--- config.mk ---
export PLATFORM = sky130hd
export DESIGN_NAME = btn_blink_ctrl
export DESIGN_NICKNAME = d
export VERILOG_FILES = /design/src/rtl/blink_pkg.sv /design/src/rtl/btn_debounce.sv /design/src/rtl/btn_blink_ctrl.sv
export SDC_FILE = /design/constraint.sdc
export NUM_CORES = 1
export LEC_CHECK = 0
export CORE_MARGIN = 5
export CORE_UTILIZATION = 58
export CTS_BUF_LIST = sky130_fd_sc_hd__clkbuf_8
export DETAILED_ROUTE_END_ITERATION = 8
export DONT_BUFFER_PORTS = 1
export GPL_TIMING_DRIVEN = 0
export PLACE_DENSITY = 0.74
export SLEW_MARGIN = 20
export SYNTH_ARGS = -nofsm -noshare
export SYNTH_HDL_FRONTEND = slang
export SYNTH_SLANG_ARGS = --single-unit
--- constraint.sdc ---
create_clock -name CLK -period 3.2 [get_ports CLK]
set_input_delay 0.32 -clock CLK [delete_from_list [all_inputs] [get_ports CLK]]
set_output_delay 0.32 -clock CLK [all_outputs]
set_load 0.01 [all_outputs]
--- src/rtl/blink_pkg.sv ---
// Shared blink definitions: mode encoding, default cycle constants, helpers.
package blink_pkg;

  typedef enum logic [1:0] {
    MODE_OFF  = 2'd0,
    MODE_SLOW = 2'd1,
    MODE_FAST = 2'd2,
    MODE_ON   = 2'd3
  } mode_t;

  localparam int unsigned DEF_DEB_CYC  = 20000;
  localparam int unsigned DEF_SLOW_CYC = 500000;
  localparam int unsigned DEF_FAST_CYC = 100000;
  localparam int unsigned DEF_LONG_CYC = 1000000;

  // Larger of two cycle constants.
  function automatic int unsigned max2(input int unsigned a, input int unsigned b);
    return (a > b) ? a : b;
  endfunction

  // Bits needed to count 0..n-1 (at least one bit).
  function automatic int unsigned cnt_width(input int unsigned n);
    return (n < 2) ? 1 : $clog2(n);
  endfunction

  // Mode sequence OFF -> SLOW -> FAST -> ON -> OFF.
  function automatic mode_t next_mode(input mode_t m);
    case (m)
      MODE_OFF:  return MODE_SLOW;
      MODE_SLOW: return MODE_FAST;
      MODE_FAST: return MODE_ON;
      default:   return MODE_OFF;
    endcase
  endfunction

endpackage

--- src/rtl/btn_debounce.sv ---
// Pushbutton synchronizer and debouncer: debounced level plus one-cycle press pulse.
// After reset the button must be seen released for DEB_CYC cycles before any
// press can be reported, so a button held through reset is ignored.
module btn_debounce
  import blink_pkg::*;
#(
  parameter int unsigned DEB_CYC = DEF_DEB_CYC,
  parameter int unsigned CNT_W   = cnt_width(DEF_DEB_CYC)
) (
  input  logic CLK,
  input  logic rst_n,
  input  logic btn_n,
  output logic deb_level,
  output logic press
);

  logic [1:0]       sync_q;
  logic             deb_q;
  logic             armed_q;
  logic             press_q;
  logic [CNT_W-1:0] cnt_q;
  logic             sync_c;
  logic             hit_c;

  assign sync_c = sync_q[1];
  assign hit_c  = (cnt_q == CNT_W'(DEB_CYC - 1));

  // Synchronize, arm on a stable release, then debounce and flag the 1->0 edge.
  always_ff @(posedge CLK) begin
    if (!rst_n) begin
      sync_q  <= 2'b11;
      deb_q   <= 1'b1;
      armed_q <= 1'b0;
      cnt_q   <= '0;
      press_q <= 1'b0;
    end else begin
      sync_q  <= {sync_q[0], btn_n};
      press_q <= 1'b0;
      if (!armed_q) begin
        if (sync_c) begin
          if (hit_c) begin
            armed_q <= 1'b1;
            cnt_q   <= '0;
          end else begin
            cnt_q <= cnt_q + CNT_W'(1);
          end
        end else begin
          cnt_q <= '0;
        end
      end else if (sync_c != deb_q) begin
        if (hit_c) begin
          deb_q   <= sync_c;
          cnt_q   <= '0;
          press_q <= ~sync_c;
        end else begin
          cnt_q <= cnt_q + CNT_W'(1);
        end
      end else begin
        cnt_q <= '0;
      end
    end
  end

  assign deb_level = deb_q;
  assign press     = press_q;

endmodule

--- src/rtl/btn_blink_ctrl.sv ---
// Button-driven blink mode controller: cycles OFF/SLOW/FAST/ON on each press and
// emits toggle ticks for the LED toggler in SLOW and FAST.
// Optional feature macro: BTN_LONGPRESS_EN (long hold forces OFF).
module btn_blink_ctrl
  import blink_pkg::*;
#(
  parameter int unsigned DEB_CYC  = DEF_DEB_CYC,
  parameter int unsigned SLOW_CYC = DEF_SLOW_CYC,
  parameter int unsigned FAST_CYC = DEF_FAST_CYC,
  parameter int unsigned LONG_CYC = DEF_LONG_CYC
) (
  input  logic       CLK,
  input  logic       rst_n,
  input  logic       btn_n,
  output logic [1:0] mode,
  output logic       tick,
  output logic       hold_on
);

  localparam int unsigned CNT_W =
    cnt_width(max2(max2(DEB_CYC, SLOW_CYC), max2(FAST_CYC, LONG_CYC)));

  logic             deb_level;
  logic             press;
  logic             press_ev_c;
  logic             long_fire_c;
  mode_t            mode_q, mode_d;
  logic [CNT_W-1:0] tick_cnt_q, tick_cnt_d;
  logic             tick_q, tick_d;
  logic             hold_on_q;
  logic [CNT_W-1:0] tick_last_c;

  btn_debounce #(
    .DEB_CYC (DEB_CYC),
    .CNT_W   (CNT_W)
  ) u_debounce (
    .CLK       (CLK),
    .rst_n     (rst_n),
    .btn_n     (btn_n),
    .deb_level (deb_level),
    .press     (press)
  );

`ifdef BTN_LONGPRESS_EN
  logic [CNT_W-1:0] long_cnt_q;
  logic             long_done_q;

  assign long_fire_c = !deb_level && !long_done_q &&
                       (long_cnt_q == CNT_W'(LONG_CYC - 1));
  assign press_ev_c  = press && !deb_level && !long_done_q;

  // Measure the debounced hold; fire once per hold, re-arm on release.
  always_ff @(posedge CLK) begin
    if (!rst_n) begin
      long_cnt_q  <= '0;
      long_done_q <= 1'b0;
    end else if (deb_level) begin
      long_cnt_q  <= '0;
      long_done_q <= 1'b0;
    end else if (!long_done_q) begin
      if (long_fire_c) begin
        long_cnt_q  <= '0;
        long_done_q <= 1'b1;
      end else begin
        long_cnt_q <= long_cnt_q + CNT_W'(1);
      end
    end
  end
`else
  assign long_fire_c = 1'b0;
  assign press_ev_c  = press && !deb_level;
`endif

  assign tick_last_c = (mode_q == MODE_SLOW) ? CNT_W'(SLOW_CYC - 1) : CNT_W'(FAST_CYC - 1);

  // Mode, tick counter and output registers.
  always_ff @(posedge CLK) begin
    if (!rst_n) begin
      mode_q     <= MODE_OFF;
      tick_cnt_q <= '0;
      tick_q     <= 1'b0;
      hold_on_q  <= 1'b0;
    end else begin
      mode_q     <= mode_d;
      tick_cnt_q <= tick_cnt_d;
      tick_q     <= tick_d;
      hold_on_q  <= (mode_d == MODE_ON);
    end
  end

  // Next mode; tick counter restarts on any mode change and runs only in SLOW/FAST.
  always_comb begin
    mode_d     = mode_q;
    tick_cnt_d = '0;
    tick_d     = 1'b0;
    if (press_ev_c) begin
      mode_d = next_mode(mode_q);
    end
    if (long_fire_c) begin
      mode_d = MODE_OFF;
    end
    if (mode_d != mode_q) begin
      tick_cnt_d = '0;
      tick_d     = 1'b0;
    end else if ((mode_q == MODE_SLOW) || (mode_q == MODE_FAST)) begin
      if (tick_cnt_q == tick_last_c) begin
        tick_cnt_d = '0;
        tick_d     = 1'b1;
      end else begin
        tick_cnt_d = tick_cnt_q + CNT_W'(1);
      end
    end
  end

  assign mode    = mode_q;
  assign tick    = tick_q;
  assign hold_on = hold_on_q;

endmodule

## Word-level counts from Yosys, hierarchy flattened

Index checks and enable logic that the tools add are counted.

| word-level totals | value |
|---|---|
| memories kept | 0 |
| logic and storage cells | 40 |
| flip-flop bits (word level) | 49 |
| input bits | 3 |
| output and inout bits | 4 |
| latch bits | 0 |
| bits in read-only memories | 0 |
| RAM bits | 0 |

| operators by class | value |
|---|---|
| shift operators | 0 |
| bitwise logic cells | 3 |
| reduce and logical (&&, ||, !) cells | 8 |
| add/sub/neg operators | 2 |
| $lt $le $gt $ge | 0 |
| multiplexer cells | 11 |
| divide/modulo/power cells | 0 |
| multiply operators | 0 |
| equal/unequal tests | 7 |

Operators by type and width:

| cell | count |
|---|---|
| 2-to-1 mux 20 bit | 4 |
| adder 20 x 1 -> 20 bit (second input constant) | 2 |
| == test 20 x 15 -> 1 bit (second input constant) | 1 |
| == test 20 x 19 -> 1 bit | 1 |
| 2-to-1 mux 19 bit | 1 |
| one-hot mux 2 bit (3 select lines) | 1 |
| == test 2 bit (second input constant) | 2 |
| 2-to-1 mux 1 bit | 4 |
| AND reduction 4 bit | 1 |
| OR reduction 4 bit | 1 |
| NOT 1 bit | 3 |
| AND reduction 3 bit | 1 |
| OR reduction 3 bit | 1 |
| == test 2 x 1 -> 1 bit (second input constant) | 1 |
| logical NOT 2 bit | 1 |
| 2-to-1 mux 2 bit | 1 |
| != test 2 bit | 1 |
| logical AND 1 bit | 1 |
| logical NOT 1 bit | 1 |
| logical OR 1 bit | 1 |
| != test 1 bit | 1 |

## Logic depth before layout (Yosys ltp)

| logic depth | value |
|---|---|
| word-level depth | 5 |
| mapped depth | 7 |
| mapped depth without buffers | 6 |

## Hierarchy

From an unflattened synthesis, not the netlist that was laid out.

| unflattened totals | value |
|---|---|
| cell total of the unflattened synthesis | 256 |
| area total of the unflattened synthesis | 2303.5 µm² |

Modules (own cells, without submodules):

| module | area an instance (µm²) | sequential area each (µm²) | cells an instance | times used |
|---|---|---|---|---|
| btn_blink_ctrl | 1184.9 | 480.5 | 128 | 1 |
| btn_debounce | 1118.6 | 500.5 | 128 | 1 |

## Worst setup path after synthesis

OpenSTA, ideal clock, no wires.

| timing path | value |
|---|---|
| path type | reg2reg |
| start | register tick_cnt_q[14] |
| end | register tick_cnt_q[13] |
| arrival | 1887 ps |
| required time | 3068 ps |
| path slack | 1181 ps |
| clock period less this slack | 2019 ps |
| path buffers | 2 |
| cell stages (with the launch flop) | 7 |
| setup time | 132 ps |
| path through | dfxtp_1 -> buf_6 -> or4_1 -> or4_4 -> a2111oi_4 -> buf_6 -> nor3_1 |

| between the ends | value |
|---|---|
| word-level cells in the longest chain between the ends | 2 |

RTL lines:

| element | RTL line | source |
|---|---|---|
| start, declared | btn_blink_ctrl.sv:28 | `logic [CNT_W-1:0] tick_cnt_q, tick_cnt_d;` |
| start signal, assigned | btn_blink_ctrl.sv:85 | `tick_cnt_q <= tick_cnt_d;` |
| == test 20 x 19 -> 1 bit | btn_blink_ctrl.sv:106 | `if (tick_cnt_q == tick_last_c) begin` |
| OR reduction 4 bit (no line) | n/a |  |

No other way between the ends.
A chain may end at the register's enable or synchronous reset.

## Final worst setup path

| timing path | value |
|---|---|
| start | register tick_cnt_q[0] |
| end | register tick_cnt_q[16] |

| between the ends | value |
|---|---|
| word-level cells in the longest chain between the ends | 2 |
| elaborated cells between the ends (all ways) | 3 |
| those cells by class | 1 x add/sub; 1 x eq/ne; 1 x reduce/logical |

RTL lines:

| element |
|---|
| branches (longest 2 deep; another with adder 20 x 1 -> 20 bit) |

Several ways; the timed one is not identified.

==> summary.txt <==
Outcome
  • Status: complete, no violations

Timing
  • RSZ-0062 raised after global routing: no
  • Slew Viols, Final: 0
  • Period utilization: 0.7158
  • Fin Setup TNS: 0 ns
  • Tmin final: 2.291 ns
  • Final hold viol count: 0
  • Max-slew headroom: 0.4091
  • Worst-Margin Slew: approximately 0.9 ns
  • Clock skew: about 0.010 ns
  • # setup viols final: 0
  • Peak Freq: 436.6 MHz

Final layout
  • Share of layout cells above drive strength 1: 0.05993
  • Area Growth Syn to Fin: 7.852%
  • Ant diodes: 0
  • Nets: 274

Clock tree
  • CTS tree: built
  • Clk pin slew, worst setup/hold paths: 0.09 ns
  • Worst-Skew Late Latency: 0.30 ns
  • Post-CTS setup buffer count: 0
  • TritonCTS buffer count: 5
  • CTS Hold Bufs: 0
  • Post-cts sizing count: 0
  • Clk sink count: around 50
  • CTS Buffer Depth: 2
  • Depth of the CTS H-tree: 2
  • Root buffer cell: clkbuf_8

Synth
  • Mapped Cells: about 260
  • Post-synth EDFFs: 0
  • Post-synthesis register bit count: 49
  • Largest family of logic cells by synthesized area: simple AND/OR/NAND/NOR gates
  • Most frequent cell after synthesis: dfxtp_1
  • Mean Syn Cell Area: between 8 and 9 um^2
  • Synth Area in Adders: 0.02726
  • Syn Std Cell Area: approximately 2300 um^2
  • Compound-cell area share of the yosys netlist: 0.1003
  • Unique cell type count in the Yosys netlist: 35
  • Sequential area share after synthesis: 0.4275
  • Share of synthesized flip-flops with an asynchronous set or reset: 0
  • Synthesis Warnings: 0
  • Top post-synthesis cells by area: dfxtp_1, xnor2_1, xor2_1
  • Syn nets: 267
  • Main flop type after synthesis: dfxtp_1
  • Cell taking the most area after synthesis: dfxtp_1
  • Post-synth top area share: 0.4275
  • Synth Area in XOR/XNOR: 0.09924
  • Synth Area in Simple Gates: 0.2972
  • Most frequent cells after synthesis: dfxtp_1, nand2_1, nor3_1
  • Mux cell area share after synthesis: 0.004362

Run
  • Max cap viols: 0

Floorplanning
  • Die Span Y: 72.90 um
  • Die X: 72.90 um
  • Die ar.: 5314 um^2
  • Initial Util: 0.6130
  • Cell Rows: 22
  • # IOs: 7
  • Core area: 3744 um^2

Setup path
  • Reg-to-reg endpoint: tick_cnt_q[16]$_SDFF_PP0_
  • Critical Path Start Type: flop
  • Crit Path Class: reg2reg
  • Reg2reg start: tick_cnt_q[0]$_SDFF_PP0_
  • Critical Path Fanout Max: 5
  • CP Data Arrival Time: 2.51 ns
  • CP endpoint kind: flop
  • R2R Setup Slk: 0.91 ns
  • Number of cells on the worst reg-to-reg path: 5
  • CP required: between 3 and 4 ns

Power and ir drop
  • Leak pwr: ~0.76 nW
  • Peak VDD IR: 0.3247 mV
  • PwrDens: 440.8 nW/um^2
  • Power Total: 1.091 mW

Route
  • 1st-pass router iterations: 4
  • DRC violation count after routing: 0
  • Antenna-violating nets left: 0
  • Vias after detailed routing: 1857
  • Vias per cell: ~5.9
  • Drt total wl: 4255 um
  • Wirelength per Cell: 13.51 um
  • Iter 0 DRT Violations: 59

Placement
  • Dpl hpwl: 3104 um
  • Gpl congestion: between 0.7 and 0.8
  • Port bufs: 0

GRT
  • Vias in the first global route: 1745
  • Largest net degree at the start of global routing: 16
  • Global-route wire length before repair: around 7600 um
  • Initial antenna violation count: 0
  • Gr usage total: 0.1787
  • Congestion Overflow GR: 0

Min path
  • Hold Path Class: in2reg
  • Worst Hold Path Cells: 1
  • Hold_sp: btn_n
  • WHS Endpoint: u_debounce.sync_q[0]$_SDFF_PN1_
==> worst max-delay path by stage <==
| stage | end | from | slack [ns] |
|---|---|---|---|
| final | tick_cnt_q[16]$_SDFF_PP0_ | tick_cnt_q[0]$_SDFF_PP0_ | 0.91 |
| after global routing | tick_cnt_q[16]$_SDFF_PP0_ | tick_cnt_q[0]$_SDFF_PP0_ | 0.59 |
| after CTS | tick_cnt_q[16]$_SDFF_PP0_ | tick_cnt_q[0]$_SDFF_PP0_ | 0.88 |
| after detailed placement | tick_cnt_q[16]$_SDFF_PP0_ | tick_cnt_q[0]$_SDFF_PP0_ | 0.92 |
| after global placement | tick_cnt_q[16]$_SDFF_PP0_ | tick_cnt_q[0]$_SDFF_PP0_ | 1.03 |
| after floorplan | tick_cnt_q[13]$_SDFF_PP0_ | tick_cnt_q[14]$_SDFF_PP0_ | 1.18 |
==> worst max-delay path, stage by stage, from the launching register on <==
cell	delay [ns]
dfxtp_1	0.41
ha_1	0.24
nand4_1	0.26
nor4_1	0.83
nand4_1	0.19
a211oi_1	0.27
==> layer usage <==
layer / global-route usage / wire length, um / up-vias
li1: - / - / 956
met1: 0.2125 / 2019 / 875
met2: 0.3046 / 2037 / 18
met3: 0.03030 / 114 / 8
met4: 0.09631 / 83 / 0
met5: 0 / 0 / -
==> cell families (layout without fill, tap and decap cells) <==
logic type / after synthesis / after routing
AND/OR/NAND/NOR: 125 / 125
flip-flops: 49 / 49
AO/OA/AOI/OAI: 32 / 32
XOR/XNOR: 26 / 26
buffers and inverters: 21 / 29
adder cells (fa/ha/maj): 5 / 5
multiplexers: 1 / 1
==> cells in the final DEF (no fill, tap or decap), types with 2 or more instances in the layout <==
| master | instances |
|---|---|
| nor2b_1 | 5 |
| o211ai_1 | 3 |
| nand3_1 | 12 |
| or3_1 | 7 |
| and4_1 | 4 |
| nor4_1 | 7 |
| nand2_1 | 19 |
| o21ai_0 | 6 |
| inv_1 | 10 |
| nor4b_1 | 2 |
| o31ai_1 | 5 |
| buf_6 | 3 |
| clkbuf_1 | 8 |
| nand4_1 | 16 |
| dfxtp_1 | 49 |
| xnor2_1 | 13 |
| a211oi_1 | 5 |
| nor3_1 | 19 |
| and3_1 | 4 |
| a21oi_1 | 7 |
| a31o_2 | 2 |
| ha_1 | 5 |
| clkbuf_8 | 6 |
| or4_1 | 6 |
| nand2b_1 | 3 |
| xor2_1 | 13 |
| nor2_1 | 17 |
==> power breakdown <==
part | switching, mW | total [mW] | internal, mW
clock network | 0.204 | 0.458 | 0.254
logic | 0.0100 | 0.0153 | 0.00531
registers | 0.00464 | 0.618 | 0.613
==> final cells by class <==
class	count	area [um^2]
buffer	11	63.81
clock buffer	6	82.58
clock inverter	2	37.54
fill	342	1269
inverter	10	37.54
multi-input combinational	189	1212
sequential	49	980.9
tap	48	60.06
==> registers in the layout (all words and copies together) (netlist names) <==
| signal | cells |
|---|---|
| u_debounce.deb_level | 1 |
| hold_on | 1 |
| mode | 2 |
| tick | 1 |
| u_debounce.armed_q | 1 |
| u_debounce.press | 1 |
| u_debounce.cnt_q | 20 |
| tick_cnt_q | 20 |
| u_debounce.sync_q | 2 |
==> metrics by stage <==
step | util | setup WS, ns | instance area (um^2) | cells | hold slack (ns)
final | 0.6611 | 0.9094 | 2475 | 315 | 0.1148
after global routing | 0.6611 | 0.5897 | 2475 | 315 | 0.1121
after CTS | 0.6611 | 0.8843 | 2475 | 315 | 0.1092
after detailed placement | 0.6290 | 0.9179 | 2355 | 307 | 0.4045
after global placement | 0.6290 | 1.030 | 2355 | 307 | 0.3896
after floorplan | - | 1.181 | 2295 | 259 | 0.3863
Note: power is estimated with default switching activity, not from simulation.
